$ cat src/rtl/mult_share_arbiter.sv
// Round-robin sharing of one pipelined unsigned multiplier among NREQ requesters.
// Each requester owns one result slot; a tag pipe routes every product back to its owner.
module mult_share_arbiter #(
  parameter int BW      = 16,
  parameter int NREQ    = 4,
  parameter int MUL_LAT = 1,
  localparam int PW     = (NREQ > 1) ? $clog2(NREQ) : 1
) (
  input  logic                   CLK,
  input  logic                   RESET,
  input  logic [NREQ-1:0]        req_valid,
  output logic [NREQ-1:0]        req_ready,
  input  logic [NREQ*BW-1:0]     req_a,
  input  logic [NREQ*BW-1:0]     req_b,
  output logic [NREQ-1:0]        rsp_valid,
  output logic [NREQ*2*BW-1:0]   rsp_data,
  input  logic [NREQ-1:0]        rsp_ready,
  output logic [BW-1:0]          mul_a,
  output logic [BW-1:0]          mul_b,
  input  logic [2*BW-1:0]        mul_out,
  output logic                   busy,
  output logic [2*NREQ-1:0]      dbg_slot_state,
  output logic [PW-1:0]          dbg_ptr
);
  // Handshakes: a request transfers on an edge where req_valid[i] & req_ready[i];
  // a result transfers on an edge where rsp_valid[i] & rsp_ready[i].
  localparam int NST = MUL_LAT + 1;

  typedef enum logic [1:0] {
    SLOT_IDLE = 2'd0,
    SLOT_PEND = 2'd1,
    SLOT_DONE = 2'd2
  } slot_e;

  slot_e           slot_q     [NREQ];
  slot_e           slot_d     [NREQ];
  logic [2*BW-1:0] rsp_data_q [NREQ];
  logic [2*BW-1:0] rsp_data_d [NREQ];
  logic [PW-1:0]   tag_id_q   [NST];
  logic [PW-1:0]   tag_id_d   [NST];
  logic [NST-1:0]  tag_vld_q, tag_vld_d;
  logic [PW-1:0]   ptr_q, ptr_d;
  logic [BW-1:0]   mul_a_q, mul_a_d;
  logic [BW-1:0]   mul_b_q, mul_b_d;

  logic [NREQ-1:0] eligible;
  logic            gnt_vld;
  logic [PW-1:0]   gnt_idx;
  logic [PW:0]     cand_sum;
  logic [PW-1:0]   cand;
  logic [PW-1:0]   cap_id;

  // Round-robin search starting at ptr; first eligible requester wins.
  always_comb begin
    gnt_vld   = 1'b0;
    gnt_idx   = '0;
    cand_sum  = '0;
    cand      = '0;
    req_ready = '0;
    for (int i = 0; i < NREQ; i++) begin
      eligible[i] = req_valid[i] && (slot_q[i] == SLOT_IDLE);
    end
    for (int k = 0; k < NREQ; k++) begin
      cand_sum = {1'b0, ptr_q} + (PW+1)'(k);
      if (cand_sum >= (PW+1)'(NREQ)) cand_sum = cand_sum - (PW+1)'(NREQ);
      cand = cand_sum[PW-1:0];
      if (!gnt_vld && eligible[cand]) begin
        gnt_vld = 1'b1;
        gnt_idx = cand;
      end
    end
    if (gnt_vld) req_ready[gnt_idx] = 1'b1;
  end

  always_comb begin
    ptr_d     = ptr_q;
    mul_a_d   = mul_a_q;
    mul_b_d   = mul_b_q;
    tag_vld_d = {tag_vld_q[NST-2:0], gnt_vld};
    tag_id_d[0] = gnt_idx;
    for (int s = 1; s < NST; s++) tag_id_d[s] = tag_id_q[s-1];
    cap_id = tag_id_q[NST-1];
    for (int i = 0; i < NREQ; i++) begin
      slot_d[i]     = slot_q[i];
      rsp_data_d[i] = rsp_data_q[i];
      if (slot_q[i] == SLOT_DONE && rsp_ready[i]) slot_d[i] = SLOT_IDLE;
      if (gnt_vld && gnt_idx == PW'(i)) begin
        slot_d[i] = SLOT_PEND;
        mul_a_d   = req_a[i*BW +: BW];
        mul_b_d   = req_b[i*BW +: BW];
      end
      // Final tag stage lines up with mul_out holding that op's product.
      if (tag_vld_q[NST-1] && cap_id == PW'(i)) begin
        slot_d[i]     = SLOT_DONE;
        rsp_data_d[i] = mul_out;
      end
    end
    if (gnt_vld) ptr_d = (gnt_idx == PW'(NREQ-1)) ? '0 : gnt_idx + 1'b1;
  end

  always_ff @(posedge CLK) begin
    if (RESET) begin
      ptr_q     <= '0;
      mul_a_q   <= '0;
      mul_b_q   <= '0;
      tag_vld_q <= '0;
      for (int s = 0; s < NST; s++) tag_id_q[s] <= '0;
      for (int i = 0; i < NREQ; i++) begin
        slot_q[i]     <= SLOT_IDLE;
        rsp_data_q[i] <= '0;
      end
    end else begin
      ptr_q     <= ptr_d;
      mul_a_q   <= mul_a_d;
      mul_b_q   <= mul_b_d;
      tag_vld_q <= tag_vld_d;
      for (int s = 0; s < NST; s++) tag_id_q[s] <= tag_id_d[s];
      for (int i = 0; i < NREQ; i++) begin
        slot_q[i]     <= slot_d[i];
        rsp_data_q[i] <= rsp_data_d[i];
      end
    end
  end

  always_comb begin
    busy = |tag_vld_q;
    for (int i = 0; i < NREQ; i++) begin
      rsp_valid[i]                   = (slot_q[i] == SLOT_DONE);
      rsp_data[i*2*BW +: 2*BW]       = rsp_data_q[i];
      dbg_slot_state[2*i +: 2]       = slot_q[i];
      if (slot_q[i] != SLOT_IDLE) busy = 1'b1;
    end
  end

  assign mul_a   = mul_a_q;
  assign mul_b   = mul_b_q;
  assign dbg_ptr = ptr_q;

endmodule
$ cat config.mk
export PLATFORM = sky130hd
export DESIGN_NAME = mult_share_arbiter
export DESIGN_NICKNAME = d
export VERILOG_FILES = /design/src/rtl/mult_share_arbiter.sv
export SDC_FILE = /design/constraint.sdc
export NUM_CORES = 1
export LEC_CHECK = 0
export BUFFER_PORTS_ARGS = -buffer_cell sky130_fd_sc_hd__buf_2
export CAP_MARGIN = 20
export CORE_AREA = 8 8 175 111
export CTS_CLUSTER_SIZE = 28
export DETAILED_ROUTE_END_ITERATION = 10
export DIE_AREA = 0 0 183 119
export MAX_ROUTING_LAYER = met4
export PLACE_DENSITY = 0.77
export SYNTH_ARGS = -nofsm -noshare
export SYNTH_HDL_FRONTEND = slang
export SYNTH_SLANG_ARGS = --single-unit
$ cat constraint.sdc
create_clock -name CLK -period 3.3 [get_ports CLK]
set_input_delay 0.165 -clock CLK [delete_from_list [all_inputs] [get_ports CLK]]
set_output_delay 0.165 -clock CLK [all_outputs]
set_load 0.02 [all_outputs]
* Word-level counts from Yosys, hierarchy flattened
Memory sizes are Yosys's and may differ from the RTL's.
Index checks and enable logic that the tools add are counted.
** Storage, ports and cells
- Bits in registers :: 36
- RAM bits :: 140
- Input bits :: 170
- Output and inout bits :: 179
- Word-level logic and storage cells :: 145
- Memories :: 3
** Memory list
- rsp_data_q :: words 4, width 32, read ports 4, clocked after Yosys merged registers in 0, write ports 4, RTL line 37 : logic [2*BW-1:0] rsp_data_q [NREQ];
- slot_q :: words 4, width 2, read ports 4, clocked after Yosys merged registers in 0, write ports 4, RTL line 35 : slot_e slot_q [NREQ];
- tag_id_q :: words 2, width 2, read ports 2, clocked after Yosys merged registers in 0, write ports 2, RTL line 39 : logic [PW-1:0] tag_id_q [NST];
** Cells by class
- Add/sub/neg operators :: 8
- $lt $le $gt $ge :: 10
- Eq/ne operators :: 10
- Multiplexer cells :: 65
- Bitwise operators :: 10
- Reductions and logical operators :: 35
** Operators with widths (number)
- $mux 32 :: 8
- $mux 16 :: 8
- $mux 2 :: 27
- $logic_and 1x1->1 :: 20
- $eq 2x2->1 const B :: 8
- $mux 1 :: 16
- $lt 2x3->1 const B :: 5
- $logic_not 2->1 :: 6
- $or 1x1->1 :: 10
- $ge 3x3->1 const B :: 3
- $bmux 1 s2 :: 4
- $reduce_bool 2->1 :: 4
- $sub 2x1->2 const B :: 4
- $add 2x2->3 const B :: 2
- $eq 2x1->1 const B :: 2
- $mux 4 :: 1
- $reduce_bool 4->1 :: 1
- $add 2x1->3 const B :: 1
- $ge 2x3->1 const B :: 1
- $logic_not 1->1 :: 3
- $add 2x1->2 const B :: 1
- $demux 1 s2 :: 1
- $ge 2x1->1 const B :: 1
- $reduce_or 2->1 :: 1

* Depth between registers and ports, before layout
Gate-level depths: netlist of the first run.
An unclocked memory read counts as a cell.
- Depth after elaboration :: 21
- Mapped depth :: 12
- Depth with buffers taken out :: 9

* Worst setup path after synthesis of the first run
OpenSTA, ideal clock, no wires.
- Path type :: register -> register
- From :: memory slot_q[0][2] (netlist name)
- To :: memory slot_q[0][7] (netlist name)
- Library setup time :: 135 ps
- Data arrival time :: 2693 ps
- Required time :: 3165 ps
- Slack :: 471 ps
- Cell stages (with the launch flop) :: 10
- Buffers on the path :: 2
- Clock period less this slack :: 2829 ps
- Cell sequence :: dfxtp_1 > or3b_2 > a211o_1 > a32o_1 > nor2_1 > ha_1 > clkbuf_2 > clkbuf_1 > and2_1 > o22ai_1
** RTL lines (RTL line)
- start, declared :: 35

==> flow_summary.ini, run 1 <==
[run_status]
status = finished clean

[clock_network]
cts_sinks = 176
cts_tree = yes
htree_levels = 4
clkTransAtPathRegs_ns = 0.07
clkLatencyLatePin_ns = 0.41
clockBufferDepth = 2
numCtsBuffers = 17
cts_root_buf = clkbuf_16
cts_hold_buf = 0

[timing]
maxSlewHeadroom_pct = 39.2
worstMarginPinSlew_ns = 0.912
fin_hold_ws_ns = 0.0196
clock.fmax_mhz = 321
drv_slew = 0
setup_slack_ns = 0.181
report.final.hold_viol_count = 0
finalSetupViolations = 0
finalCritPeriodShare_pct = 94.5
finClkSkew_ns = 0.0177
fin_setup_tns_ns = 0
rsz0062_at_grt = false
min_period_ns = 3.12

[setup_path]
rr_startpoint = slot_q[0][2]
crit_path_max_incr_delay_ns = 0.54
crit_path_cell_trace = or3b_2, a211o_1, a32o_1, nor2_2, ha_4, buf_12, and2_1, buf_2
r2r_slack_ns = 0.42
worstSetupEndpoint = req_ready[3]
worstSetupEndpointType = output port
worstSetupStartpointType = flip-flop
cp_num_buf_inv = 2
crit_family = simple AND/OR/NAND/NOR gates
cp.depth = 8
worstPathMaxFanout = 27
required_ns = 3.13
startpoint = slot_q[0][2]
critPathSlowestCell = or3b_2
crit_type = reg2out
r2r.worst_path.cells = 10
r2r_end = mul_b[1]
critPathArrivalTime_ns = 2.95

[synthesis]
synth_compound_area_share_pct = 17.7
ys_types = 36
syn_area_mm2 = 0.00739
synthCells = 901
synthMuxAreaShare_pct = 8.66
post_synth_fa_ha_maj_area_fraction_pct = 0.677
avgSynthCellArea_um2 = 8.21
ys_ff_latch = 176
synth_top_family_by_area = simple AND/OR/NAND/NOR gates
syn_nets = 1075
synthXorXnorAreaFrac_pct = 0
ys_warn_count = 0
ys_seq_area_share_pct = 47.6
yosys.area_share.simple_pct = 20.8

[place]
dp.cells = 1424
numPortBuffers = 348
routabilityCongestion = 0.876
dpl.hpwl_um = 18900
dpl_worst_slack_ns = 0.348

[layout]
fillerInstances = 1584
instances_no_fill = 1457
nets = 1384
final_core_util_pct = 58.9
synthToLayoutAreaGrowth_pct = 33.5
drive_gt1_share_pct = 35.7

[die]
rows = 37
die-area_mm2 = 0.0218
die_h_um = 119
core_mm2 = 0.0168
die_w_um = 183
initial_core_util_pct = 44.1
ios = 349

[global_routing]
grt_overflow = 0
antenna_found_initial = 1
grt_util_all_layers_pct = 23.7
grt_max_degree = 94
grt_use_met1_pct = 29.4
use_met3_pct = 6.31
gr-usage-met2_pct = 37.9
grt_pass1_wl_um = 40500
grt-busiest-layer = met2
grt_pass1_vias = 7299

[power_and_ir_drop]
static-leakage-power_nw = 4.37
power_per_cell_area_mw_per_mm2 = 748
peakVddDrop_uv = 446

[flow_run]
maxCapViolations = 0

[detailed_routing]
drc = 0
post_drt_wl_per_cell_um = 17.9
first_pass_iters = 6
drtIter0Drc = 591
vias = 7495
ant_nets = 0
wirelength_um = 26100
via_per_inst = 5.14

[worst_hold_path]
hold_class = in2reg
## area by class of cell
| cell class | instances | area, µm² | area share (%) |
|---|---|---|---|
| multi-input cells | 650 | 3560 | 36.1 |
| flip-flops and latches | 176 | 3520 | 35.7 |
| repair buffers | 362 | 1900 | 19.3 |
| clock buffers | 17 | 425 | 4.31 |
| well taps | 234 | 293 | 2.97 |
| clock inverters | 14 | 146 | 1.48 |
| inverters | 3 | 11.3 | 0.114 |
| diodes | 1 | 2.50 | 0.0254 |
## cell usage in the layout (no fill, tap or decap), types with 4 or more instances in the layout
cell type and n:
o22ai_1 4, mux2i_1 64, buf_4 10, nand2_1 293, and2_1 4, dfxtp_1 176
a211oi_2 32, nor2b_1 7, nor3_1 5, o21ai_0 33, buf_2 347, nor2_1 36
nand3b_1 5, buf_12 4, inv_8 5, clkbuf_16 17, a21oi_1 134, nand2b_1 4
## synthesized netlist by cell type
library cell,instances,area (µm²)
a21oi_1,134,671
nor2b_1,7,43.8
a221o_1,1,10.0
a211oi_2,32,400
and2_1,4,25.0
nor3_1,5,25.0
dfxtp_1,176,3520
o21ai_0,33,165
buf_6,6,67.6
o221ai_1,1,8.76
clkbuf_2,1,5.00
or4_4,1,11.3
a32oi_1,1,8.76
a32o_1,1,10.0
and3b_1,1,8.76
clkbuf_1,57,214
nor4_1,3,18.8
nand3_1,2,10.0
a211o_1,1,8.76
nand2_1,293,1100
and3_1,1,6.26
or3b_2,2,17.5
nor4b_1,1,8.76
buf_1,2,7.51
nor3b_2,1,12.5
nand3b_1,5,37.5
mux2i_1,64,641
nand2b_1,4,25.0
or3b_1,1,8.76
buf_2,6,30.0
ha_1,4,50.1
or2_2,1,6.26
nor3b_1,4,30.0
o22ai_1,4,25.0
inv_1,3,11.3
nor2_1,38,143
## how the worst min path moves through the flow
stage / from / slack [ns] / end / depth (start not counted)
2_1_floorplan: mul_out[0] / 0.30 / rsp_data_q[0][0] / 2
4_1_cts: mul_out[11] / 0.001 / rsp_data_q[0][11] / 3
6_report: mul_out[17] / 0.02 / rsp_data_q[0][81] / 3
3_3_place_gp: tag_id_q[0][0] / 0.43 / tag_id_q[0][2] / 1
3_5_place_dp: tag_id_q[0][1] / 0.43 / tag_id_q[0][3] / 1
5_1_grt: mul_out[9] / 0.004 / rsp_data_q[0][73] / 3
## what timing repair did
| action | 4_1_cts | 5_1_grt |
|---|---|---|
| buffers inserted | 0 | 0 |
| resized for setup | 0 | 2 |
| endpoints found under the setup margin | 0 | 1 |
## registers in the layout, summed over array words and instances, names as in the netlist
signal / cells
mul_b: 16
tag_vld_q: 2
slot_q: 8
dbg_ptr: 2
rsp_data_q: 128
mul_a: 16
tag_id_q: 4
## worst register-to-register path, cell delays in order, from the launching register on
cell	delay, ns
dfxtp_1	0.39
or3b_2	0.54
a211o_1	0.30
a32o_1	0.25
nor2_2	0.17
ha_2	0.24
buf_4	0.23
mux2i_1	0.25
o21ai_0	0.09
mux2i_1	0.18
a211oi_2	0.09
## through the flow
step / cell area (µm²) / total power [W]
3_3_place_gp: 9260 / 0.00537
5_1_grt: 9870 / 0.00780
4_1_cts: 9830 / 0.00738
3_5_place_dp: 9260 / 0.00544
6_report: 9870 / 0.00738
2_1_floorplan: 7390 / 0.00458
## power by group
| part | internal (W) | leakage, nW | switching (W) | total, W |
|---|---|---|---|---|
| clock network | 0.00101 | 0.271 | 0.000954 | 0.00196 |
| registers | 0.00242 | 1.43 | 0.000182 | 0.00260 |
| logic | 0.00113 | 2.66 | 0.00170 | 0.00283 |
## layer usage
metal | vias up | wire length, µm
li1 | 3628 | -
met1 | 3576 | 11500
met2 | 269 | 12300
met3 | 22 | 1960
met4 | 0 | 342
met5 | - | 0
## kinds of logic (layout without fill, tap and decap cells)
kind of cell / Yosys count / count (layout)
compound gates: 208 / 208
fa+ha+maj: 4 / 4
buf+inv: 75 / 396
flops: 176 / 176
mux: 64 / 64
other cells: 0 / 1
simple gates: 374 / 374
(Power assumes the default switching activity.)
==> run 2: changes to the inputs <==
--- a/constraint.sdc
+++ b/constraint.sdc
@@ -3,2 +3,2 @@
 set_output_delay 0.165 -clock CLK [all_outputs]
-set_load 0.02 [all_outputs]
+set_load 0.01 [all_outputs]
==> run 2 against run 1 <==
Die area did not move. Wire length shrank 0.87%. Sequential cell count stayed put. Utilization up 0.31 points.
==> flow_summary.ini, run 2 (same netlist as run 1, synthesis figures left out) <==
[timing]
drv_slew = 0
finalSetupViolations = 0
clock.fmax_mhz = 319
fin_setup_tns_ns = 0
maxSlewHeadroom_pct = 41.6
finClkSkew_ns = 0.0185
report.final.hold_viol_count = 0
min_period_ns = 3.13
worstMarginPinSlew_ns = 0.877
finalCritPeriodShare_pct = 94.9
fin_hold_ws_ns = 0.0136
rsz0062_at_grt = false

[die]
ios = 349
rows = 37
die_w_um = 183
die-area_mm2 = 0.0218
die_h_um = 119
initial_core_util_pct = 44.1
core_mm2 = 0.0168

[layout]
drive_gt1_share_pct = 35.4
final_cell_mix = buf_2 (347), nand2_1 (293), dfxtp_1 (176)
final_common_cell = buf_2
instances_no_fill = 1459
antennaDiodeCount = 0
fin_area_mm2 = 0.00992
fillerInstances = 1562
regMostFlops = rsp_data_q
nets = 1386
synthToLayoutAreaGrowth_pct = 34.2
largest_register_ffs = 128
final_core_util_pct = 59.2

[place]
dpl.hpwl_um = 18700
routabilityCongestion = 0.871
dpl_cell_area_mm2 = 0.00925
numPortBuffers = 348
dp.cells = 1423

[setup_path]
r2r_end = mul_b[9]
rr_startpoint = slot_q[0][6]
r2r.worst_path.cells = 10
crit_type = reg2out
worstPathMaxFanout = 27
worstSetupStartpointType = flip-flop
r2r_slack_ns = 0.32
critPathArrivalTime_ns = 2.97
worstSetupEndpointType = output port
required_ns = 3.13

[worst_hold_path]
min_path_cells = 3
hold_class = in2reg
holdCritStartpoint = mul_out[18]
hold-path-endpoint = rsp_data_q[0][114]

[clock_network]
numCtsBuffers = 17
clkLatencyLatePin_ns = 0.42
cts_tree = yes
htree_levels = 4
clockBufferDepth = 2
clkTransAtPathRegs_ns = 0.08
cts_sinks = 176
cts_root_buf = clkbuf_16

[run_status]
status = finished clean

[global_routing]
grt_util_all_layers_pct = 23.6
grt_overflow = 0
antenna_found_initial = 0
grt_max_degree = 94
grt_pass1_vias = 7370
grt_pass1_wl_um = 40500

[power_and_ir_drop]
power.switching_w = 0.00258
seq_power_share_pct = 36.0
sw_frac_of_total_pct = 35.8
peakVddDrop_uv = 396
power_per_cell_area_mw_per_mm2 = 728
clkPwrFrac_pct = 28.4
static-leakage-power_nw = 4.39
intPower_w = 0.00464
p_comb_share_pct = 35.6

[flow_run]
maxCapViolations = 0

[detailed_routing]
ant_nets = 0
first_pass_iters = 5
via_per_inst = 5.07
drtIter0Drc = 493
post_drt_wl_per_cell_um = 17.8
vias = 7400
drc = 0
wirelength_um = 25900
run 2: cell count changes in the layout (fill, tap and decap cells not counted):
cell,before,now
clkbuf_1,0,1
inv_6,1,0
nor2_1,36,37
nor2_2,2,1
clkinv_4,3,2
dlygate4sd3_1,0,3
inv_8,5,6
buf_12,4,3
buf_16,0,1
diode_2,1,0
buf_4,10,9
bufinv_16,0,1
run 2: area by class of cell:
class                           instances  area, µm²  share of cell area (%)
Inverter                                3       11.3                   0.114
Multi-Input combinational cell        650       3560                    35.9
Sequential cell                       176       3520                    35.5
Clock inverter                         14        170                    1.72
Timing Repair Buffer                  364       1930                    19.5
Tap cell                              234        293                    2.95
Clock buffer                           18        429                    4.33
run 2: worst max path at each step:
stage                       startpoint  slack (ns)  depth (start not counted)           end
after CTS                 slot_q[0][6]         0.1                          7  req_ready[2]
after global placement    slot_q[0][2]        0.40                         10      mul_a[8]
after detailed placement  slot_q[0][6]        0.37                          8     mul_b[12]
final                     slot_q[0][6]        0.17                          8  req_ready[3]
after floorplan           slot_q[0][2]        0.54                          9      mul_a[0]
after global routing      slot_q[0][0]        0.02                          8  req_ready[2]
run 2: repair_timing:
action | 4_1_cts | 5_1_grt
setup buffers | 0 | 0
resized for setup | 0 | 1
hold buffers | 3 | 0
endpoints found under the setup margin | 0 | 1
endpoints found under the hold margin | 4 | 0
run 2: critical path, stage by stage, from the launching register on:
cell	delay, ns
dfxtp_1	0.37
or3b_1	0.48
a221o_1	0.37
a32o_1	0.23
nor2_1	0.24
ha_4	0.29
buf_12	0.24
and2_1	0.17
buf_2	0.15
run 2: power by group through the flow:
stage	clock network [W]	registers [W]	logic (W)
finish	0.00205	0.00260	0.00257
global route	0.00218	0.00264	0.00282
CTS	0.00209	0.00260	0.00253
detailed placement	0	0.00264	0.00253
global placement	0	0.00263	0.00248
floorplan	0	0.00275	0.00159
run 2: layer usage:
metal / wire (µm) / part of all wire (%) / vias to the layer above / global-route usage (%)
met3: 1870 / 7.2 / 39 / 5.86
li1: - / - / 3639 / -
met5: 0 / 0 / - / -
met4: 603 / 2.3 / 0 / 7.49
met1: 11500 / 44 / 3459 / 29.7
met2: 11900 / 46 / 263 / 36.9
run 2: metrics by stage:
step           worst slack [ns]  power, W
2_1_floorplan             0.536   0.00435
3_3_place_gp              0.401   0.00512
3_5_place_dp              0.368   0.00517
4_1_cts                  0.0951   0.00722
5_1_grt                  0.0176   0.00763
6_report                  0.170   0.00722
